--- src/rtl/crypto_block_sequencer_pkg.sv ---
// Shared crypto definitions: block geometry defaults and the sequencer state set.
// The upstream p_c register bank sizes itself from the same defaults.
package crypto_block_sequencer_pkg;

  localparam int DEF_DATA_W = 32;
  localparam int DEF_NWORDS = 4;
  localparam int BLK_W      = DEF_DATA_W * DEF_NWORDS;

  typedef enum logic [1:0] {
    IDLE = 2'd0,
    SEND = 2'd1,
    WAIT = 2'd2,
    HOLD = 2'd3
  } seq_state_e;

endpackage

--- src/rtl/crypto_block_sequencer_if.sv ---
// Block handshake to and from the cipher core.
// master = sequencer side (offers a block, receives the result),
// slave  = core side.
interface crypto_block_sequencer_if #(
  parameter int W = crypto_block_sequencer_pkg::BLK_W
);

  logic         core_valid_o;
  logic [W-1:0] core_data_o;
  logic         core_ready_i;
  logic         core_res_valid_i;
  logic [W-1:0] core_res_i;

  modport master (
    output core_valid_o,
    output core_data_o,
    input  core_ready_i,
    input  core_res_valid_i,
    input  core_res_i
  );

  modport slave (
    input  core_valid_o,
    input  core_data_o,
    output core_ready_i,
    output core_res_valid_i,
    output core_res_i
  );

endinterface

--- src/rtl/crypto_block_sequencer.sv ---
// Snapshots the p_c bank on start, hands the block to the cipher core,
// waits (bounded) for the result and holds it for one consumer read.
// Plaintext and result copies are zeroed as soon as they are consumed.
module crypto_block_sequencer
  import crypto_block_sequencer_pkg::*;
#(
  parameter int DATA_W  = DEF_DATA_W,
  parameter int NWORDS  = DEF_NWORDS,
  parameter int TIMEOUT = 255
) (
  input  logic                      clk_i,
  input  logic                      rst_ni,
  input  logic                      start_i,
  input  logic [DATA_W-1:0]         p_c_i [0:NWORDS-1],
  crypto_block_sequencer_if.master  cif,
  output logic                      ct_valid_o,
  output logic                      ct_rdy_o,
  output logic [DATA_W*NWORDS-1:0]  ct_o,
  input  logic                      ct_ack_i,
  output logic                      busy_o,
  output logic                      err_o
);

  localparam int BLOCK_W = DATA_W * NWORDS;
  localparam int TW      = $clog2(TIMEOUT + 1);
  localparam logic [TW-1:0] TMAX = TW'(TIMEOUT);

  seq_state_e         state_q, state_d;
  logic [BLOCK_W-1:0] blk_q, blk_d;
  logic [BLOCK_W-1:0] ct_q, ct_d;
  logic [TW-1:0]      timer_q, timer_d;
  logic               ct_valid_q, ct_valid_d;
  logic               err_q, err_d;
  logic [BLOCK_W-1:0] blk_packed;

  // Word i of the bank lands in bits [DATA_W*i +: DATA_W] of the block.
  for (genvar gi = 0; gi < NWORDS; gi++) begin : g_pack
    assign blk_packed[DATA_W*gi +: DATA_W] = p_c_i[gi];
  end

  // State and data registers; reset abandons any in-flight transaction.
  always_ff @(posedge clk_i or negedge rst_ni) begin
    if (!rst_ni) begin
      state_q    <= IDLE;
      blk_q      <= '0;
      ct_q       <= '0;
      timer_q    <= '0;
      ct_valid_q <= 1'b0;
      err_q      <= 1'b0;
    end else begin
      state_q    <= state_d;
      blk_q      <= blk_d;
      ct_q       <= ct_d;
      timer_q    <= timer_d;
      ct_valid_q <= ct_valid_d;
      err_q      <= err_d;
    end
  end

  // Next-state logic; inputs not relevant to the current state are ignored.
  always_comb begin
    state_d    = state_q;
    blk_d      = blk_q;
    ct_d       = ct_q;
    timer_d    = timer_q;
    ct_valid_d = 1'b0;
    err_d      = err_q;
    case (state_q)
      IDLE: begin
        if (start_i) begin
          blk_d   = blk_packed;
          err_d   = 1'b0;
          state_d = SEND;
        end
      end
      SEND: begin
        if (cif.core_ready_i) begin
          blk_d   = '0;          // core owns the plaintext now
          timer_d = '0;
          state_d = WAIT;
        end
      end
      WAIT: begin
        // A result arriving on the timeout cycle still wins.
        if (cif.core_res_valid_i) begin
          ct_d       = cif.core_res_i;
          ct_valid_d = 1'b1;
          timer_d    = '0;
          state_d    = HOLD;
        end else if (timer_q == TMAX) begin
          ct_d       = '0;
          err_d      = 1'b1;
          ct_valid_d = 1'b1;
          timer_d    = '0;
          state_d    = IDLE;
        end else begin
          timer_d = timer_q + 1'b1;
        end
      end
      HOLD: begin
        if (ct_ack_i) begin
          ct_d    = '0;          // result read once, then scrubbed
          state_d = IDLE;
        end
      end
      default: state_d = IDLE;
    endcase
  end

  // Outputs decoded from registered state only.
  assign cif.core_valid_o = (state_q == SEND);
  assign cif.core_data_o  = (state_q == SEND) ? blk_q : '0;
  assign ct_rdy_o         = (state_q == HOLD);
  assign ct_o             = (state_q == HOLD) ? ct_q : '0;
  assign ct_valid_o       = ct_valid_q;
  assign busy_o           = (state_q != IDLE);
  assign err_o            = err_q;

endmodule

--- src/flat_wrapper.sv ---
// flat-port wrapper written by rule: the top's interface ports become plain ports
module crypto_block_sequencer_flat import crypto_block_sequencer_pkg::*;
#(
  parameter int DATA_W  = DEF_DATA_W,
  parameter int NWORDS  = DEF_NWORDS,
  parameter int TIMEOUT = 255
)
  (clk_i, rst_ni, start_i, p_c_i, ct_valid_o, ct_rdy_o, ct_o, ct_ack_i, busy_o, err_o, cif_core_valid_o, cif_core_data_o, cif_core_ready_i, cif_core_res_valid_i, cif_core_res_i);
  crypto_block_sequencer_if #(.W(128)) cif_i ();
  input  logic clk_i;
  input  logic rst_ni;
  input  logic start_i;
  input  logic [DATA_W-1:0] p_c_i[0:NWORDS-1];
  output logic ct_valid_o;
  output logic ct_rdy_o;
  output logic [DATA_W*NWORDS-1:0] ct_o;
  input  logic ct_ack_i;
  output logic busy_o;
  output logic err_o;
  output wire logic [$bits(cif_i.core_valid_o)-1:0] cif_core_valid_o;
  output wire logic [$bits(cif_i.core_data_o)-1:0] cif_core_data_o;
  input wire logic [$bits(cif_i.core_ready_i)-1:0] cif_core_ready_i;
  input wire logic [$bits(cif_i.core_res_valid_i)-1:0] cif_core_res_valid_i;
  input wire logic [$bits(cif_i.core_res_i)-1:0] cif_core_res_i;
  assign cif_core_valid_o = cif_i.core_valid_o;
  assign cif_core_data_o = cif_i.core_data_o;
  assign cif_i.core_ready_i = cif_core_ready_i;
  assign cif_i.core_res_valid_i = cif_core_res_valid_i;
  assign cif_i.core_res_i = cif_core_res_i;
  crypto_block_sequencer #(.DATA_W(DATA_W), .NWORDS(NWORDS), .TIMEOUT(TIMEOUT)) u_core (.clk_i(clk_i), .rst_ni(rst_ni), .start_i(start_i), .p_c_i(p_c_i), .cif(cif_i), .ct_valid_o(ct_valid_o), .ct_rdy_o(ct_rdy_o), .ct_o(ct_o), .ct_ack_i(ct_ack_i), .busy_o(busy_o), .err_o(err_o));
endmodule
--- config.mk ---
export PLATFORM = sky130hd
export DESIGN_NAME = crypto_block_sequencer_flat
export DESIGN_NICKNAME = d
export VERILOG_FILES = /design/src/rtl/crypto_block_sequencer_pkg.sv /design/src/rtl/crypto_block_sequencer_if.sv /design/src/rtl/crypto_block_sequencer.sv /design/src/flat_wrapper.sv
export SDC_FILE = /design/constraint.sdc
export NUM_CORES = 1
export LEC_CHECK = 0
export BUFFER_PORTS_ARGS = -buffer_cell sky130_fd_sc_hd__buf_2
export CAP_MARGIN = 20
export CORE_AREA = 2 2 205 207
export CTS_CLUSTER_DIAMETER = 30
export DETAILED_ROUTE_END_ITERATION = 10
export DIE_AREA = 0 0 207 209
export PLACE_DENSITY_LB_ADDON = 0.25
export SYNTH_ARGS = -nofsm -noshare
export SYNTH_HDL_FRONTEND = slang
export SYNTH_SLANG_ARGS = --single-unit
--- constraint.sdc ---
create_clock -name clk_i -period 1.8 [get_ports clk_i]
set_clock_uncertainty 0.2 [all_clocks]
set_input_delay 0.09 -clock clk_i [delete_from_list [all_inputs] [get_ports clk_i]]
set_output_delay 0.09 -clock clk_i [all_outputs]
set_load 0.005 [all_outputs]
==> Yosys cells after proc, flatten, opt, wreduce, memory -nomap -nowiden <==
Cells that the tools add are included.
{ "totals": {"in_bits": 262, "mem_bits_ro": 0, "latchBits": 0, "elab_cells": 54, "ramBits": 0, "reg_bits": 268, "memories": 0} }
{ "classes": {"reduce_logical": 11, "n_lt_le_gt_ge": 0, "div": 0, "addsub": 1, "n_bitwise": 0, "eq_ne": 10, "n_shift": 0, "mul": 0, "n_mux": 26} }
{ "ops": {"columns": ["op", "count"], "rows": [
  ["$mux 128", 7],
  ["$pmux 128 s2", 2],
  ["$mux 8", 3],
  ["$pmux 8 s2", 1],
  ["$mux 2", 5],
  ["$reduce_bool 2->1", 5],
  ["$add 8x1->8 const B", 1],
  ["$eq 8x8->1 const B", 1],
  ["$pmux 2 s4", 1],
  ["$reduce_and 4->1", 2],
  ["$mux 1", 6],
  ["$ne 2x1->1 const B", 3],
  ["$reduce_and 3->1", 2],
  ["$eq 2x2->1 const B", 2],
  ["$ne 2x2->1 const B", 2],
  ["$ne 3x2->1 const B", 1],
  ["$eq 2x1->1 const B", 1],
  ["$logic_not 2->1", 1],
  ["$pmux 1 s2", 1],
  ["$reduce_and 2->1", 1]
]} }

==> Longest topological paths before layout <==
{ "logic_depth": {"word_depth": 4, "mapped_depth": 7, "depth_no_buf": 5} }

==> Worst setup path after synthesis <==
No wires, ideal clock.
{ "synth_timing": {"path_type": "flip-flop to flip-flop", "startpoint": "register u_core.timer_q[0]", "endpoint": "register u_core.ct_q[0]", "path_buffers": 2, "path_stages_with_launch": 8, "required_ps": 1535, "arrival_time_ps": 1562, "synth_period_minus_slack_ps": 1828, "path_slack_ps": -28, "path_cell_list": "dfrtp_1 -> ha_1 -> nand3_1 -> nor2_4 -> o311ai_4 -> buf_12 -> buf_8 -> a22o_1"} }
{ "synth_via": {"elab_chain_len": 3} }
{ "synth_rtl": {"columns": ["element", "line", "rtl"], "rows": [
  ["start, declared", "crypto_block_sequencer.sv:31", "logic [TW-1:0] timer_q, timer_d;"],
  ["start signal, assigned", "crypto_block_sequencer.sv:54", "timer_q <= timer_d;"],
  ["$eq 8x8->1", "crypto_block_sequencer.sv:90", "end else if (timer_q == TMAX) begin"],
  ["$ne 3x2->1 (no line)", null, null],
  ["$reduce_and 3->1 (no line)", null, null],
  ["end signal, assigned", "crypto_block_sequencer.sv:53", "ct_q <= ct_d;"],
  ["end, declared", "crypto_block_sequencer.sv:30", "logic [BLOCK_W-1:0] ct_q, ct_d;"]
]} }
No other way between the ends.
A chain may end at the register's enable or synchronous reset.

==> Worst setup path after layout <==
{ "layout_timing": {"startpoint": "register u_core.state_q[1]", "endpoint": "output port cif_core_data_o[53]"} }
{ "layout_via": {"elab_chain_len": 2} }
{ "layout_rtl": {"columns": ["element", "line", "rtl"], "rows": [
  ["start, declared", "crypto_block_sequencer.sv:28", "seq_state_e state_q, state_d;"],
  ["start signal, assigned", "crypto_block_sequencer.sv:51", "state_q <= state_d;"],
  ["$eq 2x1->1", "crypto_block_sequencer.sv:112", "assign cif.core_data_o = (state_q == SEND) ? blk_q : '0;"],
  ["$mux 128", "crypto_block_sequencer.sv:112", null],
  ["end, declared", "flat_wrapper.sv:21", "output wire logic [$bits(cif_i.core_data_o)-1:0] cif_core_data_o;"]
]} }
No other way between the ends.

==> qor.yml <==
critPathKind: "flip-flop to output port"
first_pass_iters: 5
slew_headroom_pct: 62.5
stdcell_count: 2419
status: "finished, violations left"
ys_seq_elements: 268
crit_chain: "and2b_4 > buf_12 > buf_12 > buf_16 > and2_1 > buf_2"
start_util_pct: 28.0
clk_pin_slew_ps: 40
pin_count: 523
die_x_um: 207
cp_max_fo: 11
htree_levels: 3
start_kind: "flip-flop"
synth_top_area_share_pct: 58.0
synth_top_area_cell: "dfrtp_1"
synth_edf_count: 0
yosysSeqAreaShare_pct: 58.0
required_ps: 1510
dr.first_iter.drc_count: 755
yosys-top-cells-area: "dfrtp_1 58%, a22o_1 19%, and2_1 7.0%, and3_1 7.0%, buf_2 1.9%"
whs_ps: 90.3
ctsLongestPathBuffers: 3
synth_cell_types: 37
power.density_nw_per_um2: 1710
cts_tree: "done"
syn-num-nets: 1205
hp-class: "primary input to flip-flop"
antenna_found_initial: 3
fin_crit_sh_pct: 126
grt_pass1_vias: 12400
grt_use_total_pct: 20.1
place_inst: 1990
path_buf_inv: 4
failed_checks: "negative setup slack"
die-area_sq_um: 43300
grt_overflow: 0
cts_buffers: 68
nets: 2093
fillCellCount: 3332
dieHeight_um: 209
async_flop_share_pct: 100
core_sq_um: 41300
slowest_stage: "dfrtp_4"
power_mw: 38.2
fin_ws_ps: -471
wl_per_cell_um: 20.2
rsz0062_at_grt: "true"
ir_worst_vdd_uv: 856
cts.sinks: 268
syn_area_sq_um: 11600
clkLatencyLatePin_ps: 550
fin_crit_ps: 2270
crit_top_cell: "buf_12"
final-max-slew-violation-count: 0
leakage_nw: 11.7
tightest_slew_ps: 562
max-cap-violations: 0
yosys-top-cells-count: "268 x dfrtp_1, 257 x a22o_1, 130 x and2_1"
yosys.cell_count.top_type: "dfrtp_1"
setup_violations: 520
final_util_pct: 54.1
gp_congestion: 0.808
layout-drive-gt1-share_pct: 47.1
cp_top_family: "buffers and inverters"
grt_first_pass_wirelength_um: 69700
finalHoldViolCount: 0
clock-root-buffer: "clkbuf_16"
drcViolationCount: 0
syn_avg_cell_area_sq_um: 12.3
finalSetupTns_ps: -126110
ys_warn_count: 0
rows: 75
num_vias: 11900
setup.worst_path.end_class: "output port"
fmaxAchievable_ghz: 0.440
viasPerCell: 4.92
io_buffers: 522
grt_max_degree: 61
cpPeakStageDelay_ps: 460
dpl.hpwl_um: 28200
routed_wirelength_um: 48900
ant_nets: 0
areaGrowthSynthToFinish_pct: 93.0
crit_arrival_ps: 1980
synth_top_flop_cell: "dfrtp_1"
synthCells: 942
[path summary, 6_finish.rpt]
| check | start | to | slack (ps) | depth (start not counted) |
|---|---|---|---|---|
| min | cif_core_res_i[108] | u_core.ct_q[108] | 90 | 3 |
| min reg2reg | u_core.blk_q[75] | u_core.blk_q[75] | 290 | 1 |
| max reg2reg | u_core.state_q[1] | u_core.blk_q[26] | -200 | 7 |
| max | u_core.state_q[1] | cif_core_data_o[53] | -470 | 6 |
| max in group asynchronous | rst_ni | u_core.ct_q[73] | 290 | 4 |
| min in group asynchronous | rst_ni | u_core.ct_q[93] | 450 | 3 |
[layout by cell type (no fill, tap or decap), types with 53 or more instances in the layout]
cell           instances
buf_2                425
dfrtp_1              266
dlygate4sd3_1        262
a22o_1               257
and3_1               100
buf_6                 99
clkbuf_16             86
and2_4                77
buf_4                 57
and2_1                53
[flip-flops by register name (all words and copies together) (netlist names)]
signal / flops
u_core.ct_q: 128
u_core.err_o: 1
u_core.ct_valid_o: 1
u_core.state_q: 2
u_core.timer_q: 8
u_core.blk_q: 128
[per-stage QoR]
stage / cell area, sq um / setup WS (ps)
6_report: 22300 / -471
5_1_grt: 22300 / -528
4_1_cts: 21100 / -495
3_5_place_dp: 15300 / -106
3_3_place_gp: 15300 / -85.8
2_1_floorplan: 11600 / 33.1
[logic make-up after synthesis]
| logic type | count (synthesis) | share of synthesized area, % |
|---|---|---|
| fa+ha+maj | 1 | 0.108 |
| compound gates | 281 | 21.0 |
| buf+inv | 104 | 5.19 |
| simple gates | 286 | 15.5 |
| mux | 1 | 0.195 |
| xor+xnor | 1 | 0.0758 |
| flops | 268 | 58.0 |
[routing by layer]
layer | share of wire, % | track usage [%]
met3 | 7.2 | 5.64
met1 | 40 | 24.4
met2 | 50 | 33.5
met5 | 0.022 | 0
met4 | 3.0 | 8.84
[power by group]
part	internal, mW	switching [mW]
clock network	8.95	3.72
registers	8.64	1.64
logic	8.93	6.36
total	26.5	11.7
[final cells by class]
cell class	instances	area, sq um	share of cell area [%]
Tap cell	539	674	3.02
Clock buffer	86	1860	8.34
Inverter	4	15.0	0.0673
Clock inverter	31	502	2.25
Multi-Input combinational cell	570	4620	20.7
Sequential cell	268	6710	30.1
Timing Repair Buffer	918	7920	35.5
Antenna cell	3	7.51	0.0336
[what timing repair did]
action	4_1_cts	5_1_grt
hold buffers	262	0
setup endpoints to repair	398	522
hold endpoints to repair	536	0
resized for setup	106	142
pin swaps	30	34
cloned	10	21
buffers inserted	10	8
[worst min-delay path: cells and delay by family]
| family | cells | cell delay, ps |
|---|---|---|
| buffers and inverters | 2 | 600 |
| AOI/OAI and AO/OA | 1 | 110 |
Power figures use the tool's default switching activity.
